$ cat src/rtl/sbuf_rd_seq.sv
// sbuf_rd_seq: read-side sequencer for the systolic buffer RAM.
// Reads len consecutive words from base_adr and presents them on a valid/ready
// stream. A 2-entry output queue hides the RAM's one-cycle read latency.
module sbuf_rd_seq #(
    parameter int unsigned AW = 8,
    parameter int unsigned DW = 16
) (
    input  logic          clk,
    input  logic          rst,
    input  logic          start,
    input  logic [AW-1:0] base_adr,
    input  logic [AW-1:0] len,
    input  logic          abort,
    output logic          busy,
    output logic          done,
    output logic [AW-1:0] ram_radr,
    input  logic [DW-1:0] ram_rdata,
    output logic [DW-1:0] out_data,
    output logic          out_valid,
    input  logic          out_ready
);

    typedef enum logic [1:0] {IDLE, RUN, DRAIN} state_t;

    state_t        state, state_next;
    logic [AW-1:0] adr;          // next address to issue
    logic [AW-1:0] last_adr;     // most recently issued address
    logic [AW:0]   remaining;    // reads still to issue; one extra bit for 2**AW
    logic          inflight;     // a read was issued last cycle
    logic [DW-1:0] q0, q1;       // q0 is the head
    logic [1:0]    occ;
    logic          deq, issue, accept, flush, done_next;
    logic [2:0]    fill;         // queue level projected after this cycle

    assign deq       = (occ != 2'd0) && out_ready;
    assign fill      = {1'b0, occ} + {2'b00, inflight} - {2'b00, deq};
    assign out_valid = (occ != 2'd0);
    assign out_data  = q0;
    assign busy      = (state != IDLE);
    // The RAM registers the address, so the issued address must be visible in the issue cycle.
    assign ram_radr  = issue ? adr : last_adr;

    // Next-state, read issue and completion decisions
    always_comb begin
        state_next = state;
        issue      = 1'b0;
        accept     = 1'b0;
        flush      = 1'b0;
        done_next  = 1'b0;
        unique case (state)
            IDLE: begin
                if (start) begin
                    accept     = 1'b1;
                    state_next = RUN;
                end
            end
            RUN: begin
                if (abort) begin
                    flush      = 1'b1;
                    state_next = IDLE;
                end else begin
                    if ((remaining != '0) && (fill < 3'd2)) begin
                        issue = 1'b1;
                    end
                    if (issue && (remaining == {{AW{1'b0}}, 1'b1})) begin
                        state_next = DRAIN;
                    end
                end
            end
            DRAIN: begin
                if (abort) begin
                    flush      = 1'b1;
                    state_next = IDLE;
                end else if (fill == 3'd0) begin
                    state_next = IDLE;
                    done_next  = 1'b1;
                end
            end
            default: state_next = IDLE;
        endcase
    end

    // State, address/count bookkeeping and done pulse
    always_ff @(posedge clk or posedge rst) begin
        if (rst) begin
            state     <= IDLE;
            done      <= 1'b0;
            adr       <= '0;
            last_adr  <= '0;
            remaining <= '0;
            inflight  <= 1'b0;
        end else begin
            state    <= state_next;
            done     <= done_next;
            inflight <= issue;
            if (accept) begin
                adr       <= base_adr;
                remaining <= (len == '0) ? {1'b1, {AW{1'b0}}} : {1'b0, len};
            end else if (issue) begin
                adr       <= adr + 1'b1;
                last_adr  <= adr;
                remaining <= remaining - 1'b1;
            end
        end
    end

    // Two-entry output queue: returning read data enqueues, handshake dequeues
    always_ff @(posedge clk or posedge rst) begin
        if (rst) begin
            q0  <= '0;
            q1  <= '0;
            occ <= 2'd0;
        end else if (flush) begin
            occ <= 2'd0;
        end else begin
            unique case ({inflight, deq})
                2'b01: begin
                    q0  <= q1;
                    occ <= occ - 2'd1;
                end
                2'b10: begin
                    if (occ == 2'd0) q0 <= ram_rdata;
                    else             q1 <= ram_rdata;
                    occ <= occ + 2'd1;
                end
                2'b11: begin
                    // Level unchanged: new word goes behind whatever remains after the pop.
                    if (occ == 2'd1) begin
                        q0 <= ram_rdata;
                    end else begin
                        q0 <= q1;
                        q1 <= ram_rdata;
                    end
                end
                default: ;
            endcase
        end
    end

endmodule
$ cat config.mk
export PLATFORM = sky130hd
export DESIGN_NAME = sbuf_rd_seq
export DESIGN_NICKNAME = d
export VERILOG_FILES = /design/src/rtl/sbuf_rd_seq.sv
export SDC_FILE = /design/constraint.sdc
export NUM_CORES = 1
export LEC_CHECK = 0
export CAP_MARGIN = 20
export CORE_UTILIZATION = 30
export DETAILED_ROUTE_END_ITERATION = 12
export HOLD_SLACK_MARGIN = 0.02
export PLACE_DENSITY = 0.49
export REMOVE_ABC_BUFFERS = 1
export SYNTH_ARGS = -nofsm -noshare
export SYNTH_HDL_FRONTEND = slang
export SYNTH_SLANG_ARGS = --single-unit
$ cat constraint.sdc
create_clock -name clk -period 5.47 [get_ports clk]
set_input_delay 1.641 -clock clk [delete_from_list [all_inputs] [get_ports clk]]
set_output_delay 1.641 -clock clk [all_outputs]
set_load 0.02 [all_outputs]
==> results.json, run 1 <==
{
  "status": "complete, no violations",
  "layout_min_cycle_time_ns": 5.35,
  "nets": 440,
  "port_buffers": 63,
  "path_class": "in2out",
  "path_delay_family": "adder cells",
  "period_share": 0.978,
  "path_common_cell": "buf_6",
  "path_buf_inv": 5,
  "worst-path-max-fanout": 5,
  "drt-initial-drc-count": 85,
  "routed_wl_mm": 8.10,
  "cp-start-kind": "input port",
  "hold_slack_ns": 0.506,
  "synthTopCellsByCount": "dfrtp_1 (63), nor2_1 (39), mux2_2 (32), a21oi_1 (16), mux2i_1 (16)",
  "pin_count": 64,
  "grt_pass1_vias": 2733,
  "core_area_mm2": 0.0108,
  "synth.yosys.seq_area_share": 0.472,
  "wl_per_cell_um": 15.1,
  "rrSetupSlack_ns": 2.16,
  "clk_latency_ns": 0.33,
  "clockBufferDepth": 2,
  "cp_slowest_cell": "fa_2",
  "gp_congestion": 0.759,
  "route.detailed.drc": 0,
  "htree_levels": 3,
  "fmax_ghz": 0.187,
  "hold_buffers": 0,
  "drv_slew": 0,
  "die_w_um": 108,
  "worstPathRequired_ns": 3.83,
  "yosys.area.top_type_share": 0.472,
  "synth_most_common_cell": "dfrtp_1",
  "synth_edf_count": 0,
  "fp.dieArea_mm2": 0.0116,
  "avgSynthCellArea_um2": 10.5,
  "ys_ff_latch": 63,
  "leakagePower_nw": 1.94,
  "fin_worst_skew_ns": 0.0107,
  "powerDensity_mw_per_mm2": 582,
  "final_util": 0.417,
  "grt_usage": 0.150,
  "setup_viol": 0,
  "layout_setup_ws_ns": 0.118,
  "finalSetupTns_ns": 0,
  "post-dp-hpwl_mm": 5.44,
  "worstSetupEndpointType": "output port",
  "syn_inst": 317,
  "yosys_warnings": 0,
  "peakVddDrop_v": 0.000213,
  "core.rowCount": 38,
  "area_delta_synth_final_pct": 35.4,
  "max-slew-margin-rel": 0.314,
  "grt_max_degree": 45,
  "post_route_cells_drive_above_1_share": 0.225,
  "dp_slack_ns": -0.794,
  "cts_buffers": 9,
  "post_dp_cell_area_mm2": 0.00419,
  "worst_slew_pin_slew_ns": 1.03,
  "synth_top_area_cell": "dfrtp_1",
  "finalHoldViolations": 0,
  "clk_pin_slew_ns": 0.07,
  "synth_ff_type": "dfrtp_1",
  "grt-ovfl-total": 0,
  "grt_pass1_wl_mm": 13.3,
  "design_area_mm2": 0.00452,
  "routed_via_density": 5.05,
  "synth_cell_types": 49,
  "grt_setup_unrepaired": "false",
  "start_util": 0.308,
  "n_antenna_cell": 0,
  "holdCritPathClass": "reg2reg",
  "antenna_found_initial": 0,
  "postRouteAntennaNets": 0,
  "critPathMaxStageDelay_ns": 0.37,
  "ys_async_sr_fraction": 1.00,
  "nFillCells": 1095,
  "crit_chain": "buf_2 > nand2b_4 > xnor2_4 > ha_2 > inv_1 > fa_2 > xnor2_2 > nand3_2 > nor2_4 > buf_6 > buf_12 > mux2_4 > buf_6",
  "die_y_um": 108,
  "synth.area.top_cells": "dfrtp_1 (47%), mux2_2 (11%), mux2i_1 (4.8%), nor2_1 (4.4%), ha_1 (4.1%)",
  "drv_cap": 0,
  "dr_total_vias": 2705,
  "worstPathArrival_ns": 3.71,
  "clock_sinks": 63,
  "cts_tree": "built",
  "dr.pass1.iters": 4,
  "netlist_area_mm2": 0.00334,
  "cts_root_buffer": "clkbuf_8"
}
path summary, 6_finish.rpt:
| path | cells after the start | endpoint | startpoint |
|---|---|---|---|
| worst min register to register | 1 | q1[8]$_DFFE_PP0P_ | q1[8]$_DFFE_PP0P_ |
| worst min-delay path | 1 | q1[8]$_DFFE_PP0P_ | q1[8]$_DFFE_PP0P_ |
| max in group asynchronous | 3 | remaining[1]$_DFFE_PP0P_ | rst |
| worst max register to register | 12 | adr[6]$_DFFE_PP0P_ | occ[1]$_DFFE_PP0P_ |
| worst max-delay path | 13 | ram_radr[1] | out_ready |
| min in group asynchronous | 2 | q1[11]$_DFFE_PP0P_ | rst |
power by group:
| part | internal, W | switching (W) |
|---|---|---|
| logic | 0.000705 | 0.000658 |
| clock network | 0.000223 | 0.000176 |
| registers | 0.000690 | 0.000180 |
| total | 0.00162 | 0.00101 |
sequential cells by signal (all words and copies together), names as in the netlist:
signal     count
state          2
done           1
adr            8
inflight       1
last_adr       8
occ            2
remaining      9
out_data      16
q1            16
cells by family (layout without fill, tap and decap cells):
kind of cell | count (synthesis) | after routing | share of synthesized area
fa+ha+maj | 12 | 12 | 0.0472
mux | 48 | 48 | 0.156
xor+xnor | 3 | 3 | 0.00787
compound gates | 62 | 62 | 0.119
simple gates | 103 | 103 | 0.167
buf+inv | 26 | 105 | 0.0311
flops | 63 | 63 | 0.472
layer usage:
layer	global-route usage	up-vias	wire [um]
met1	0.198	1297	3990
met4	0.0685	0	138
met3	0.0321	11	408
li1	-	1312	-
met5	0	-	0
met2	0.234	85	3570
per-stage QoR:
step                      cells  total power, W
final                       536         0.00263
after detailed placement    516         0.00213
after global routing        536         0.00284
after global placement      516         0.00210
after CTS                   536         0.00267
after floorplan             302         0.00163
what timing repair did:
action | CTS | global route
buffers inserted | 3 | 0
pin swaps | 5 | 3
cloned | 1 | 0
resized for setup | 69 | 0
setup endpoints to repair | 8 | 8
placed cells by master (no fill, tap or decap), types with 9 or more instances in the layout:
| cell | instances |
|---|---|
| a21oi_1 | 16 |
| a31oi_1 | 15 |
| buf_4 | 11 |
| buf_6 | 9 |
| clkbuf_8 | 10 |
| clkdlybuf4s50_1 | 54 |
| dfrtp_1 | 63 |
| ha_1 | 10 |
| inv_1 | 10 |
| mux2_2 | 24 |
| mux2i_1 | 16 |
| nand2_1 | 12 |
| nor2_1 | 39 |
layout make-up:
type	count	area [um2]	share of cell area
Inverter	11	41.3	0.00913
Multi-Input combinational cell	228	1740	0.385
Tap cell	140	175	0.0387
Clock inverter	3	42.5	0.00941
Sequential cell	63	1580	0.349
Timing Repair Buffer	78	797	0.176
Clock buffer	13	149	0.0329
Note: power is estimated with default switching activity, not from simulation.
==> run 2, diff against run 1 <==
--- a/config.mk
+++ b/config.mk
@@ -14,3 +14,4 @@
 export SYNTH_ARGS = -nofsm -noshare
 export SYNTH_HDL_FRONTEND = slang
 export SYNTH_SLANG_ARGS = --single-unit
+export TNS_END_PERCENT = 50
==> results of run 2 <==
Same layout as run 1: the final DEF is identical, and so are final timing and power.
==> run 3, diff against run 2 <==
--- a/config.mk
+++ b/config.mk
@@ -9,6 +9,7 @@
 export CORE_UTILIZATION = 30
 export DETAILED_ROUTE_END_ITERATION = 12
 export HOLD_SLACK_MARGIN = 0.02
+export MAX_ROUTING_LAYER = met4
 export PLACE_DENSITY = 0.49
 export REMOVE_ABC_BUFFERS = 1
 export SYNTH_ARGS = -nofsm -noshare
==> results.json, run 3 (synthesis gave the netlist of run 1 again) <==
{
  "n_antenna_cell": 0,
  "clockBufferDepth": 2,
  "cp.depth": 13,
  "final_cell_mix": "dfrtp_1 (63), clkdlybuf4s50_1 (54), nor2_1 (39)",
  "hold_slack_ns": 0.506,
  "postRouteAntennaNets": 0,
  "r2r-end": "adr[6]$_DFFE_PP0P_",
  "use_met1": 0.201,
  "cp_slowest_cell": "fa_2",
  "path_delay_family": "adder cells",
  "finalHoldViolations": 0,
  "critPathMaxStageDelay_ns": 0.37,
  "grt_usage": 0.154,
  "routed_wl_mm": 8.06,
  "finalSetupTns_ns": 0,
  "status": "complete, no violations",
  "core_area_mm2": 0.0108,
  "fin_worst_skew_ns": 0.0106,
  "grt_pass1_wl_mm": 13.3,
  "clk_pin_slew_ns": 0.07,
  "globalRouteMet2Util": 0.231,
  "clock_sinks": 63,
  "grt_pass1_vias": 2730,
  "rr_startpoint": "occ[1]$_DFFE_PP0P_",
  "seqCellArea_mm2": 0.00158,
  "worstPathArrival_ns": 3.72,
  "core.rowCount": 38,
  "fmax_ghz": 0.187,
  "rr_worst_depth": 12,
  "post_route_cells_drive_above_1_share": 0.225,
  "period_share": 0.979,
  "area_delta_synth_final_pct": 35.4,
  "cts_tree": "built",
  "grt-ovfl-total": 0,
  "final_common_cell": "dfrtp_1",
  "post-dp-hpwl_mm": 5.44,
  "cp-start-kind": "input port",
  "drv_slew": 0,
  "start_util": 0.308,
  "startpoint": "out_ready",
  "port_buffers": 63,
  "worstSetupEndpointType": "output port",
  "routed_via_density": 5.02,
  "drt-initial-drc-count": 77,
  "nFillCells": 1095,
  "grt_setup_unrepaired": "false",
  "dr_total_vias": 2692,
  "cp-endpoint": "ram_radr[1]",
  "path_buf_inv": 5,
  "worst-path-max-fanout": 5,
  "path_class": "in2out",
  "route.detailed.drc": 0,
  "cts_root_buffer": "clkbuf_8",
  "worst_slew_pin_slew_ns": 1.01,
  "rrSetupSlack_ns": 2.16,
  "layout_min_cycle_time_ns": 5.36,
  "die_y_um": 108,
  "leakagePower_nw": 1.94,
  "gr-max-usage-layer": "met2",
  "crit_chain": "buf_2 > nand2b_4 > xnor2_4 > ha_2 > inv_1 > fa_2 > xnor2_2 > nand3_2 > nor2_4 > buf_6 > buf_12 > mux2_4 > buf_6",
  "antenna_found_initial": 0,
  "peakVddDrop_v": 0.000213,
  "cts_buffers": 9,
  "setup_viol": 0,
  "dr.pass1.iters": 4,
  "drv_cap": 0,
  "holdCritPathClass": "reg2reg",
  "max-slew-margin-rel": 0.327,
  "wl_per_cell_um": 15.0,
  "pin_count": 64,
  "gp_congestion": 0.769,
  "worstPathRequired_ns": 3.83,
  "powerDensity_mw_per_mm2": 582,
  "path_common_cell": "buf_6",
  "grt_max_degree": 45,
  "use_met3": 0.0315,
  "fp.dieArea_mm2": 0.0116,
  "die_w_um": 108,
  "htree_levels": 3,
  "multi_input_area_mm2": 0.00174,
  "p_total_w": 0.00263,
  "clk_latency_ns": 0.34,
  "nets": 440
}
-- run 3: cell counts in the layout (fill, tap and decap cells not counted) --
Identical to the previous run, type by type.
-- run 3: worst min-delay path by stage --
stage | from | end | slack, ns | cells past startpoint
3_3_place_gp | q1[14]$_DFFE_PP0P_ | q1[14]$_DFFE_PP0P_ | 0.49 | 1
5_1_grt | q1[9]$_DFFE_PP0P_ | q1[9]$_DFFE_PP0P_ | 0.53 | 1
4_1_cts | q1[8]$_DFFE_PP0P_ | q1[8]$_DFFE_PP0P_ | 0.51 | 1
2_1_floorplan | last_adr[0]$_DFFE_PP0N_ | last_adr[0]$_DFFE_PP0N_ | 0.48 | 1
6_report | q1[8]$_DFFE_PP0P_ | q1[8]$_DFFE_PP0P_ | 0.51 | 1
3_5_place_dp | last_adr[7]$_DFFE_PP0N_ | last_adr[7]$_DFFE_PP0N_ | 0.49 | 1
-- run 3: report_power, final --
part / total, W / switching, W / leakage (nW) / internal (W)
clock network: 0.000400 / 0.000177 / 0.0936 / 0.000223
registers: 0.000868 / 0.000179 / 0.751 / 0.000690
logic: 0.00136 / 0.000658 / 1.09 / 0.000705
-- run 3: per-layer routing --
layer	share of wire	wire length, um
met5	0	0
met4	0.017	140
met3	0.051	412
met2	0.44	3570
met1	0.49	3940
-- run 3: through the flow --
stage	cell area, um2	util	worst slack [ns]	cells
final	4520	0.417	0.114	536
after global routing	4520	0.417	0.0185	536
after CTS	4520	0.417	0.0254	536
after detailed placement	4190	0.386	-0.794	516
after global placement	4190	0.386	-0.736	516
after floorplan	3280	-	-0.247	302
-- run 3: layout make-up --
class                   instances  area share
clock inverters                 3     0.00941
multi-input cells             228       0.385
flip-flops and latches         63       0.349
clock buffers                  13      0.0329
repair buffers                 78       0.176
inverters                      11     0.00913
well taps                     140      0.0387
-- run 3: what timing repair did --
action | 4_1_cts | 5_1_grt
pin swaps | 5 | 3
hold buffers | 0 | 0
gates cloned | 1 | 0
hold endpoints to repair | 0 | 0
buffers inserted | 3 | 0
resized for setup | 69 | 0
setup endpoints to repair | 8 | 8
